$ cat config.mk
export PLATFORM = sky130hd
export DESIGN_NAME = fifo_wr_arbiter
export DESIGN_NICKNAME = d
export VERILOG_FILES = /design/src/rtl/fifo_wr_arbiter.sv
export SDC_FILE = /design/constraint.sdc
export NUM_CORES = 1
export LEC_CHECK = 0
export CORE_ASPECT_RATIO = 1.4
export CORE_MARGIN = 1
export CORE_UTILIZATION = 50
export DETAILED_ROUTE_END_ITERATION = 8
export DONT_BUFFER_PORTS = 1
export PLACE_DENSITY_LB_ADDON = 0.12
export SLEW_MARGIN = 20
export SYNTH_ARGS = -nofsm -noshare
export SYNTH_HDL_FRONTEND = slang
export SYNTH_SLANG_ARGS = --single-unit
$ cat constraint.sdc
create_clock -name clk -period 7.58 [get_ports clk]
set_input_delay 0.758 -clock clk [delete_from_list [all_inputs] [get_ports clk]]
set_output_delay 0.758 -clock clk [all_outputs]
set_load 0.02 [all_outputs]
$ cat src/rtl/fifo_wr_arbiter.sv
// Round-robin write arbiter with packet lock and credit-based flow control
// in front of the single write port of a synchronous FIFO.
module fifo_wr_arbiter #(
    parameter int unsigned N_REQ = 4,
    parameter int unsigned WIDTH = 8,
    parameter int unsigned DEPTH = 16
) (
    input  logic                       clk,
    input  logic                       rst,
    input  logic [N_REQ-1:0]           req_valid,
    input  logic [N_REQ-1:0]           req_last,
    input  logic [N_REQ*WIDTH-1:0]     req_data,
    output logic [N_REQ-1:0]           req_ready,
    output logic                       fifo_wr_en,
    output logic [WIDTH-1:0]           fifo_wr_data,
    output logic [$clog2(N_REQ)-1:0]   fifo_wr_src,
    input  logic                       fifo_rd_fire,
    output logic [$clog2(DEPTH):0]     credits,
    output logic                       credit_err
);

    localparam int unsigned PTR_W  = $clog2(N_REQ);
    localparam int unsigned CRED_W = $clog2(DEPTH) + 1;

    typedef enum logic {
        IDLE,
        LOCKED
    } state_t;

    state_t             state;
    state_t             next_state;
    logic [PTR_W-1:0]   rr_ptr;
    logic [PTR_W-1:0]   lock_id;
    logic [PTR_W-1:0]   grant_idx;
    logic [PTR_W-1:0]   cand;
    logic               grant_ok;
    logic               accept;

    // State register
    always_ff @(posedge clk) begin
        if (rst) begin
            state <= IDLE;
        end else begin
            state <= next_state;
        end
    end

    // Grant selection: locked owner, else first valid after the last winner
    always_comb begin
        next_state = state;
        grant_idx  = '0;
        grant_ok   = 1'b0;
        cand       = '0;
        req_ready  = '0;
        accept     = 1'b0;
        if (!rst && credits != '0) begin
            if (state == LOCKED) begin
                grant_idx = lock_id;
                grant_ok  = 1'b1;
            end else begin
                for (int unsigned k = 1; k <= N_REQ; k++) begin
                    cand = PTR_W'((32'(rr_ptr) + k) % N_REQ);
                    if (!grant_ok && req_valid[cand]) begin
                        grant_idx = cand;
                        grant_ok  = 1'b1;
                    end
                end
            end
        end
        if (grant_ok) begin
            req_ready[grant_idx] = 1'b1;
        end
        accept = grant_ok & req_valid[grant_idx];
        if (accept) begin
            next_state = req_last[grant_idx] ? IDLE : LOCKED;
        end
    end

    // Write port and arbitration pointers
    always_ff @(posedge clk) begin
        if (rst) begin
            rr_ptr       <= PTR_W'(N_REQ - 1);
            lock_id      <= '0;
            fifo_wr_en   <= 1'b0;
            fifo_wr_data <= '0;
            fifo_wr_src  <= '0;
        end else begin
            fifo_wr_en <= accept;
            if (accept) begin
                rr_ptr       <= grant_idx;
                lock_id      <= grant_idx;
                fifo_wr_data <= req_data[grant_idx*WIDTH +: WIDTH];
                fifo_wr_src  <= grant_idx;
            end
        end
    end

    // Credit counter; an accept implies credits > 0, so only the top needs guarding
    always_ff @(posedge clk) begin
        if (rst) begin
            credits    <= CRED_W'(DEPTH);
            credit_err <= 1'b0;
        end else if (accept && !fifo_rd_fire) begin
            credits <= credits - CRED_W'(1);
        end else if (fifo_rd_fire && !accept) begin
            if (credits == CRED_W'(DEPTH)) begin
                credit_err <= 1'b1;
            end else begin
                credits <= credits + CRED_W'(1);
            end
        end
    end

endmodule

# Word level (Yosys, flattened, before mapping)
# Cells that the tools add are included.
totals:
  register_bits: 20
  inputBits: 43
  out_inout_bits: 21
  word_cells: 78
classes:
  n_addsub: 6
  n_lt_le_gt_ge: 6
  eq_ne: 2
  n_shift: 1
  n_mux: 37
  n_bitwise: 2
  reduce_logical: 17
ops:
  columns: ["operator", "n"]
  rows:
  - ["32-bit by 6-bit variable part select with 8-bit output", 1]
  - ["1-bit 2-to-1 mux", 20]
  - ["2-bit by 3-bit less-than comparator with 1-bit output (second input constant)", 5]
  - ["5-bit 2-to-1 mux", 3]
  - ["1-bit binary-select mux with 2-bit select", 6]
  - ["2-bit 2-to-1 mux", 6]
  - ["1-bit logical AND", 7]
  - ["1-bit zero test", 6]
  - ["5-bit by 1-bit adder with 5-bit output (second input constant)", 1]
  - ["5-bit == test (second input constant)", 1]
  - ["5-bit nonzero test", 1]
  - ["5-bit by 1-bit subtractor with 5-bit output (second input constant)", 1]
  - ["2-bit by 1-bit adder with 2-bit output (second input constant)", 2]
  - ["2-bit adder (second input constant)", 2]
  - ["4-bit 2-to-1 mux", 1]
  - ["3-bit AND reduction", 1]
  - ["1-bit demux with 2-bit select", 1]
  - ["2-bit by 1-bit >= comparator with 1-bit output (second input constant)", 1]
  - ["2-bit != test (second input constant)", 1]
  - ["2-bit AND reduction", 1]
  - ["2-bit nonzero test", 1]
  - ["1-bit AND", 1]
  - ["1-bit inverter", 1]

# Longest topological paths before layout
# Gate-level depths: netlist of run 1.
depth:
  depth_word: 28
  mapped_depth: 15
  depth_no_buf: 13

# Least setup slack after synthesis of run 1
# No wires, ideal clock.
synth_timing:
  path_type: "input port to flip-flop"
  from: "input port rst"
  to: "register credits[4]"
  setup_time_ps: 139
  arrival_ps: 3405
  required_time_ps: 7441
  setup_slack_ps: 4035
  stages: 15
  n_path_buf: 2
  cell_sequence: "clkbuf_1 > inv_1 > o221ai_2 > a21o_2 > buf_12 > mux2i_1 > o22a_2 > inv_1 > ha_1 > fa_1 > a21o_1 > a21oi_1 > xnor2_1 > and3_1 > o21ai_0"
synth_via:
  elab_chain_cells: 10
  elab_cells_between_ends: 14
synth_lines:
  columns: ["item", "line_no", "text"]
  rows:
  - ["start: declaration", "9", "input logic rst,"]
  - ["1-bit zero test *", "56", "if (!rst && credits != '0) begin"]
  - ["1-bit logical AND *", "56", null]
  - ["2-bit 2-to-1 mux", "56", null]
  - ["1-bit binary-select mux with 2-bit select", "73", "accept = grant_ok & req_valid[grant_idx];"]
  - ["1-bit 2-to-1 mux (implied by the code)", "73", null]
  - ["1-bit AND *", "73", null]
  - ["via accept", "37", "logic accept;"]
  - ["1-bit zero test", "105", "end else if (fifo_rd_fire && !accept) begin"]
  - ["1-bit logical AND", "105", null]
  - ["2-bit nonzero test (no source line)", null, null]
  - ["2-bit AND reduction (no source line)", null, null]
  - ["end signal: assignment", "101", "credits <= CRED_W'(DEPTH);"]
  - ["end signal: assignment", "104", "credits <= credits - CRED_W'(1);"]
  - ["end signal: assignment", "109", "credits <= credits + CRED_W'(1);"]
  - ["end: declaration", "18", "output logic [$clog2(DEPTH):0] credits,"]
# The timed path passes the listed nets; every way through them passes the cells marked *. The select of a mux whose other input is x is not followed.
# A chain may end at the register's enable or synchronous reset.

# Worst setup path in the final report of run 1
layout_timing:
  from: "register credits[0]"
  to: "register credits[4]"
layout_via:
  elab_chain_cells: 10
  elab_cells_between_ends: 19
layout_lines:
  columns: ["item", "line_no"]
  rows:
  - ["5-bit nonzero test *", "56"]
  - ["1-bit logical AND *", "56"]
  - ["2-bit 2-to-1 mux", "56"]
  - ["1-bit binary-select mux with 2-bit select", "73"]
  - ["1-bit 2-to-1 mux (implied by the code)", "73"]
  - ["1-bit AND *", "73"]
  - ["via accept", "37"]
  - ["1-bit zero test", "105"]
  - ["1-bit logical AND", "105"]
  - ["2-bit nonzero test (no source line)", null]
  - ["2-bit AND reduction (no source line)", null]
# Marked as above.

==> results of run 1 <==
metal layers:
layer | global-route usage | up-vias | wire length [um]
li1 | - | 575 | -
met1 | 0.245 | 536 | 1280
met2 | 0.339 | 44 | 1550
met3 | 0.0604 | 4 | 209
met4 | 0.0786 | 0 | 28
met5 | 0 | - | 0
cell type report:
cell class              instances  area, um2
clock inverters                 1       30.0
flip-flops and latches         20        400
fillers                       271       1210
well taps                      36       45.0
inverters                       6       22.5
multi-input cells             126        965
clock buffers                   3       22.5
worst max path at each step:
stage                                         end  slack [ps]
after floorplan           credits[4]$_SDFFE_PP1P_        4040
after global placement    credits[4]$_SDFFE_PP1P_        3310
after detailed placement  credits[4]$_SDFFE_PP1P_        3120
after CTS                 credits[4]$_SDFFE_PP1P_        3140
after global routing      credits[4]$_SDFFE_PP1P_        2750
final                     credits[4]$_SDFFE_PP1P_        3200
kinds of logic after synthesis:
kind of cell,Yosys count
adders and majority gates,6
buffers and inverters,14
and+or+nand+nor,43
AOI/OAI and AO/OA,36
muxes,37
xor gates and xnor gates,4
DFF,20
report_power, final:
group | switching (W) | internal, W | total [W]
logic | 0.000116 | 0.000105 | 0.000221
clock network | 0.0000348 | 0.0000534 | 0.0000882
registers | 0.0000764 | 0.000142 | 0.000218
total | 0.000227 | 0.000300 | 0.000527
sequential cells by signal (all words and copies together) (netlist names):
name and flops:
fifo_wr_data 8, credits 5, lock_id 2, rr_ptr 2
credit_err 1, fifo_wr_en 1, state 1
critical path: stages (launching register included):
cell,delay (ps)
dfxtp_1,590
nor4_1,150
a21oi_1,290
nand4_1,710
nand3_1,480
o22a_2,440
inv_1,110
ha_1,300
fa_1,430
a21o_1,200
a21oi_1,170
xnor2_1,150
and3_1,170
o21ai_0,60
metrics by stage:
stage	cell area, um2	setup WS [ps]	total power, W	util	hold WS (ps)
floorplan	1450	4040	0.000416	-	536
global placement	1430	3310	0.000438	0.531	554
detailed placement	1430	3120	0.000444	0.531	561
CTS	1490	3140	0.000532	0.551	497
global route	1490	2750	0.000563	0.551	481
finish	1490	3200	0.000527	0.551	509
cell usage in the layout, fill, tap and decap left out:
cell	Yosys	final
mux2i_1	29	29
nor2_1	11	11
nand4_1	2	2
mux2_2	8	8
nand2_1	16	16
o21bai_1	1	1
a221o_1	1	1
bufinv_16	0	1
o221a_2	2	2
xnor2_1	4	4
nor2b_1	4	4
o211ai_2	1	1
and2_1	1	1
a21o_2	1	1
o22a_2	1	1
o211ai_1	1	1
nand2b_1	2	2
a21o_1	3	3
nor3_1	2	2
a211o_1	2	2
nor4_1	1	1
a21boi_1	1	1
dfxtp_1	20	20
inv_1	6	6
or4_4	1	1
clkbuf_4	0	3
o221ai_1	1	1
a21oi_1	9	9
fa_1	1	1
o221ai_2	1	1
ha_1	5	5
and3_1	1	1
o21a_1	3	3
nand3_1	2	2
a211oi_1	2	2
a31oi_1	2	2
o21ai_0	4	4
==> summary.md, run 1 <==
| Metric | Value |
|---|---|
| Outcome | `finished clean` |
| Setup slack, reg-to-reg | `3200 ps` |
| Post-Synth Simple-Gate Area | `0.139` |
| Via density | `6.04` |
| R2R Path Start | `credits[0]$_SDFFE_PP0P_` |
| Number of cells on the worst reg-to-reg path | `13` |
| Avg WL per Cell | `16.0 um` |
| Worst Hold Endpoint | `credits[2]$_SDFFE_PP0P_` |
| #FFs+latches synth | `20` |
| VDD IR max | `0.173 mV` |
| Largest family of logic cells by synthesized area | `multiplexers` |
| Cell variety after synth | `39` |
| Number of antenna violations at the first check in global routing | `0` |
| Post-synthesis mux area share | `0.263` |
| EDFF count, synth | `0` |
| Dominant cells by area after synthesis | `dfxtp_1 (28%), mux2i_1 (20%), mux2_2 (6.2%)` |
| Worst-margin pin slew | `840 ps` |
| Syn avg cell area | `9.06 um2` |
| CP Capture Type | `flip-flop` |
| Core Area | `0.00270 mm2` |
| Hold_buf cts | `0` |
| Drt total wl | `3070 um` |
| Router iterations before antenna repair | `4` |
| RSZ-0062 raised after global routing | `no` |
| Crit path from | `credits[0]$_SDFFE_PP0P_` |
| Synth top area share | `0.276` |
| Syn Nets | `209` |
| Startpoint types | `flip-flop` |
| Vias in the first global route | `1110` |
| Hold Path Origin | `rst` |
| H-tree Lvls | `1` |
| Post-synthesis xor/xnor area fraction | `0.0242` |
| Compound-Gate Fraction of Synth Area | `0.183` |
| Gr ovfl total | `0` |
| Worst R2R End | `credits[4]$_SDFFE_PP1P_` |
| Synth-to-Final Area Change | `2.50%` |
| Worst min-delay path class | `in2reg` |
| I/O pin count | `64` |
| Critical path class | `reg2reg` |
| Clock Latency Late Sink | `300 ps` |
| Cells after Synth | `160` |
| Worst EP required | `7760 ps` |
| Total track usage | `0.208` |
| Largest net degree at the start of global routing | `20` |
| Fin cells | `192` |
| DRT antenna net count | `0` |
| Die H | `65.7 um` |
| Worst-path clk slew | `120 ps` |
| Final net count | `206` |
| RD Place Congestion | `0.828` |
| Inst Count DP | `188` |
| Post-route setup TNS | `0 ps` |
| 1st-iter DRT viols | `15` |
| Initial Util | `0.537` |
| Async SR Flop Fraction | `0` |
| Slew HR | `0.438` |
| Leak | `0.726 nW` |
| Most numerous cell in the Yosys netlist | `mux2i_1` |
| Dpl hpwl | `2390 um` |
| Adder-cell share of the synthesized area | `0.0570` |
| Final Critical Period | `4380 ps` |
| Post-CTS Resized | `0` |
| Antenna Cells | `0` |
| Port bufs | `0` |
| Tcrit/Tclk final | `0.577` |
| Post-synthesis cell area | `0.00145 mm2` |
| # setup viols final | `0` |
| Final Hold Viols | `0` |
| CTS tree | `yes` |
| Max Fanout on Critical Path | `18` |
| Worst Hold Depth | `1` |
| Die footprint | `0.00312 mm2` |
| Vias | `1159` |
| Arrival time worst endpoint | `4550 ps` |
| DIE WIDTH | `47.5 um` |
| Fin. max-slew vios | `0` |
| Max-Cap Viols | `0` |
| # clock sinks | `20` |
| Fmax | `229 MHz` |
| Most common flop cell mapped by yosys | `dfxtp_1` |
| CTS Buf Count | `3` |
| Post-synth top cells | `mux2i_1 (29), dfxtp_1 (20), nand2_1 (16)` |
| Post-CTS Setup Repair Bufs | `0` |
| Final clock skew | `5.59 ps` |
| First-pass GRT wire length | `4740 um` |
| Yosys top cell by area | `dfxtp_1` |
| Residual DRC count | `0` |
| Clock buffer depth | `2` |
| Share of cells above drive strength 1 | `0.122` |
| Warnings from Yosys | `0` |
| Sequential fraction of the synthesis area | `0.276` |
| Row count | `22` |
| Clock Root Buffer | `clkbuf_4` |
| Pwr/cell area | `355 mW/mm2` |
Power figures use the tool's default switching activity.
==> run 2, diff against run 1 <==
clock period = 3.97 ns   (was 7.58 ns; I/O delays follow)
==> summary.md, run 2 (synthesized netlist as in run 1, its figures left out) <==
| Metric | Value |
|---|---|
| # clock sinks | `20` |
| Clock Latency Late Sink | `300 ps` |
| Crit path from | `credits[0]$_SDFFE_PP0P_` |
| Tcrit/Tclk final | `0.914` |
| Hold_buf cts | `0` |
| Multi-input logic area | `965 um2` |
| Worst EP required | `4150 ps` |
| Drt total wl | `3310 um` |
| Synth-to-Final Area Change | `4.58%` |
| Post-CTS Resized | `0` |
| Router iterations before antenna repair | `4` |
| Final Core Density | `0.562` |
| Hold WS | `141 ps` |
| CP Capture Type | `flip-flop` |
| Antenna Cells | `0` |
| Gr ovfl total | `0` |
| VDD IR max | `0.435 mV` |
| Vias in the first global route | `1178` |
| Die H | `65.7 um` |
| Fmax | `276 MHz` |
| Worst-path clk slew | `130 ps` |
| Pwr/cell area | `681 mW/mm2` |
| Largest Register | `fifo_wr_data` |
| Via density | `6.32` |
| Clock buffer depth | `2` |
| Final clock skew | `3.79 ps` |
| Port bufs | `0` |
| # setup viols final | `0` |
| Startpoint types | `flip-flop` |
| DRT antenna net count | `0` |
| Avg WL per Cell | `16.9 um` |
| Reg area | `400 um2` |
| RSZ-0062 raised after global routing | `no` |
| Post-route setup TNS | `0 ps` |
| Outcome | `finished clean` |
| RD Place Congestion | `0.830` |
| # fillers | `286` |
| Fin cells | `196` |
| R2R Path Start | `credits[0]$_SDFFE_PP0P_` |
| I/O pin count | `64` |
| Max Fanout on Critical Path | `6` |
| Critical path class | `reg2reg` |
| Share of cells above drive strength 1 | `0.144` |
| Vias | `1239` |
| Largest net degree at the start of global routing | `19` |
| Post-Place Worst Slack | `379 ps` |
| Final Hold Viols | `0` |
| Max-Cap Viols | `0` |
| Setup slack, reg-to-reg | `340 ps` |
| CTS Buf Count | `3` |
| Worst R2R End | `credits[4]$_SDFFE_PP1P_` |
| Total track usage | `0.220` |
| Arrival time worst endpoint | `3810 ps` |
| Post-CTS Setup Repair Bufs | `0` |
| Number of antenna violations at the first check in global routing | `0` |
| DIE WIDTH | `47.5 um` |
| Inst Count DP | `192` |
| Core Area | `0.00270 mm2` |
| Most frequent cells in the layout | `mux2i_1 (29), dfxtp_1 (20), nand2_1 (16)` |
| H-tree Lvls | `1` |
| CP endpoint | `credits[4]$_SDFFE_PP1P_` |
| Initial Util | `0.537` |
| CTS tree | `yes` |
| 1st-iter DRT viols | `34` |
| Die footprint | `0.00312 mm2` |
| First-pass GRT wire length | `5060 um` |
| Largest register FFs | `8` |
| Final net count | `210` |
| Worst min-delay path class | `in2reg` |
| PnR worst setup slack | `343 ps` |
| Most common cell after layout, fill and taps aside | `mux2i_1` |
| Row count | `22` |
| Final Critical Period | `3630 ps` |
| Biggest regs | `fifo_wr_data x8, credits x5` |
| Leak | `0.744 nW` |
| Dpl hpwl | `2510 um` |
| Number of cells on the worst reg-to-reg path | `13` |
| Clock Root Buffer | `clkbuf_4` |
| Slew HR | `0.650` |
| Worst-margin pin slew | `525 ps` |
| Fin. max-slew vios | `0` |
| Residual DRC count | `0` |
[run 2: cell types whose count changed in the layout (fill, tap and decap cells not counted), sizes merged]
cell  delta
buf      +4
[run 2: where the power goes]
part	leakage, nW	internal, W	switching [W]
sequential	0.165	0.000270	0.000147
clock	0.0279	0.000102	0.0000682
combinational	0.551	0.000216	0.000229
[run 2: per-stage QoR]
step | area [um2] | power [W]
after global placement | 1460 | 0.000850
after floorplan | 1450 | 0.000794
final | 1520 | 0.00103
after detailed placement | 1460 | 0.000867
after global routing | 1520 | 0.00110
after CTS | 1520 | 0.00104
[run 2: metal layers]
metal  up-vias  wire length [um]  track usage
met5         -                 0            0
met2        54              1720        0.389
met3         6               214       0.0302
met4         0                30       0.0750
met1       598              1350        0.255
li1        581                 -            -
[run 2: final cells by class]
| class | count | area share |
|---|---|---|
| Clock buffer | 3 | 0.0149 |
| Clock inverter | 1 | 0.0198 |
| Inverter | 6 | 0.0149 |
| Multi-Input combinational cell | 126 | 0.637 |
| Sequential cell | 20 | 0.264 |
| Tap cell | 36 | 0.0297 |
| Timing Repair Buffer | 4 | 0.0198 |
[run 2: how the worst min path moves through the flow]
stage               slack, ps                      endpoint  cells after the start                         start
floorplan                 540  fifo_wr_data[0]$_SDFFE_PP0P_                      2  fifo_wr_data[0]$_SDFFE_PP0P_
global placement          470       credits[3]$_SDFFE_PP0P_                      1                           rst
detailed placement        470       credits[3]$_SDFFE_PP0P_                      1                           rst
CTS                       140       lock_id[0]$_SDFFE_PP0P_                      1                           rst
global route              120       credits[3]$_SDFFE_PP0P_                      1                           rst
finish                    140       lock_id[0]$_SDFFE_PP0P_                      1                           rst
[run 2: critical path, cell delays in order (launching register included)]
cell and delay [ps]:
dfxtp_1 460, or4_4 600, o221ai_2 210, a21o_2 150, mux2i_1 350, o22a_2 220, inv_1 50, ha_1 270
fa_1 440, a21o_1 200, a21oi_1 170, xnor2_1 150, and3_1 170, o21ai_0 60
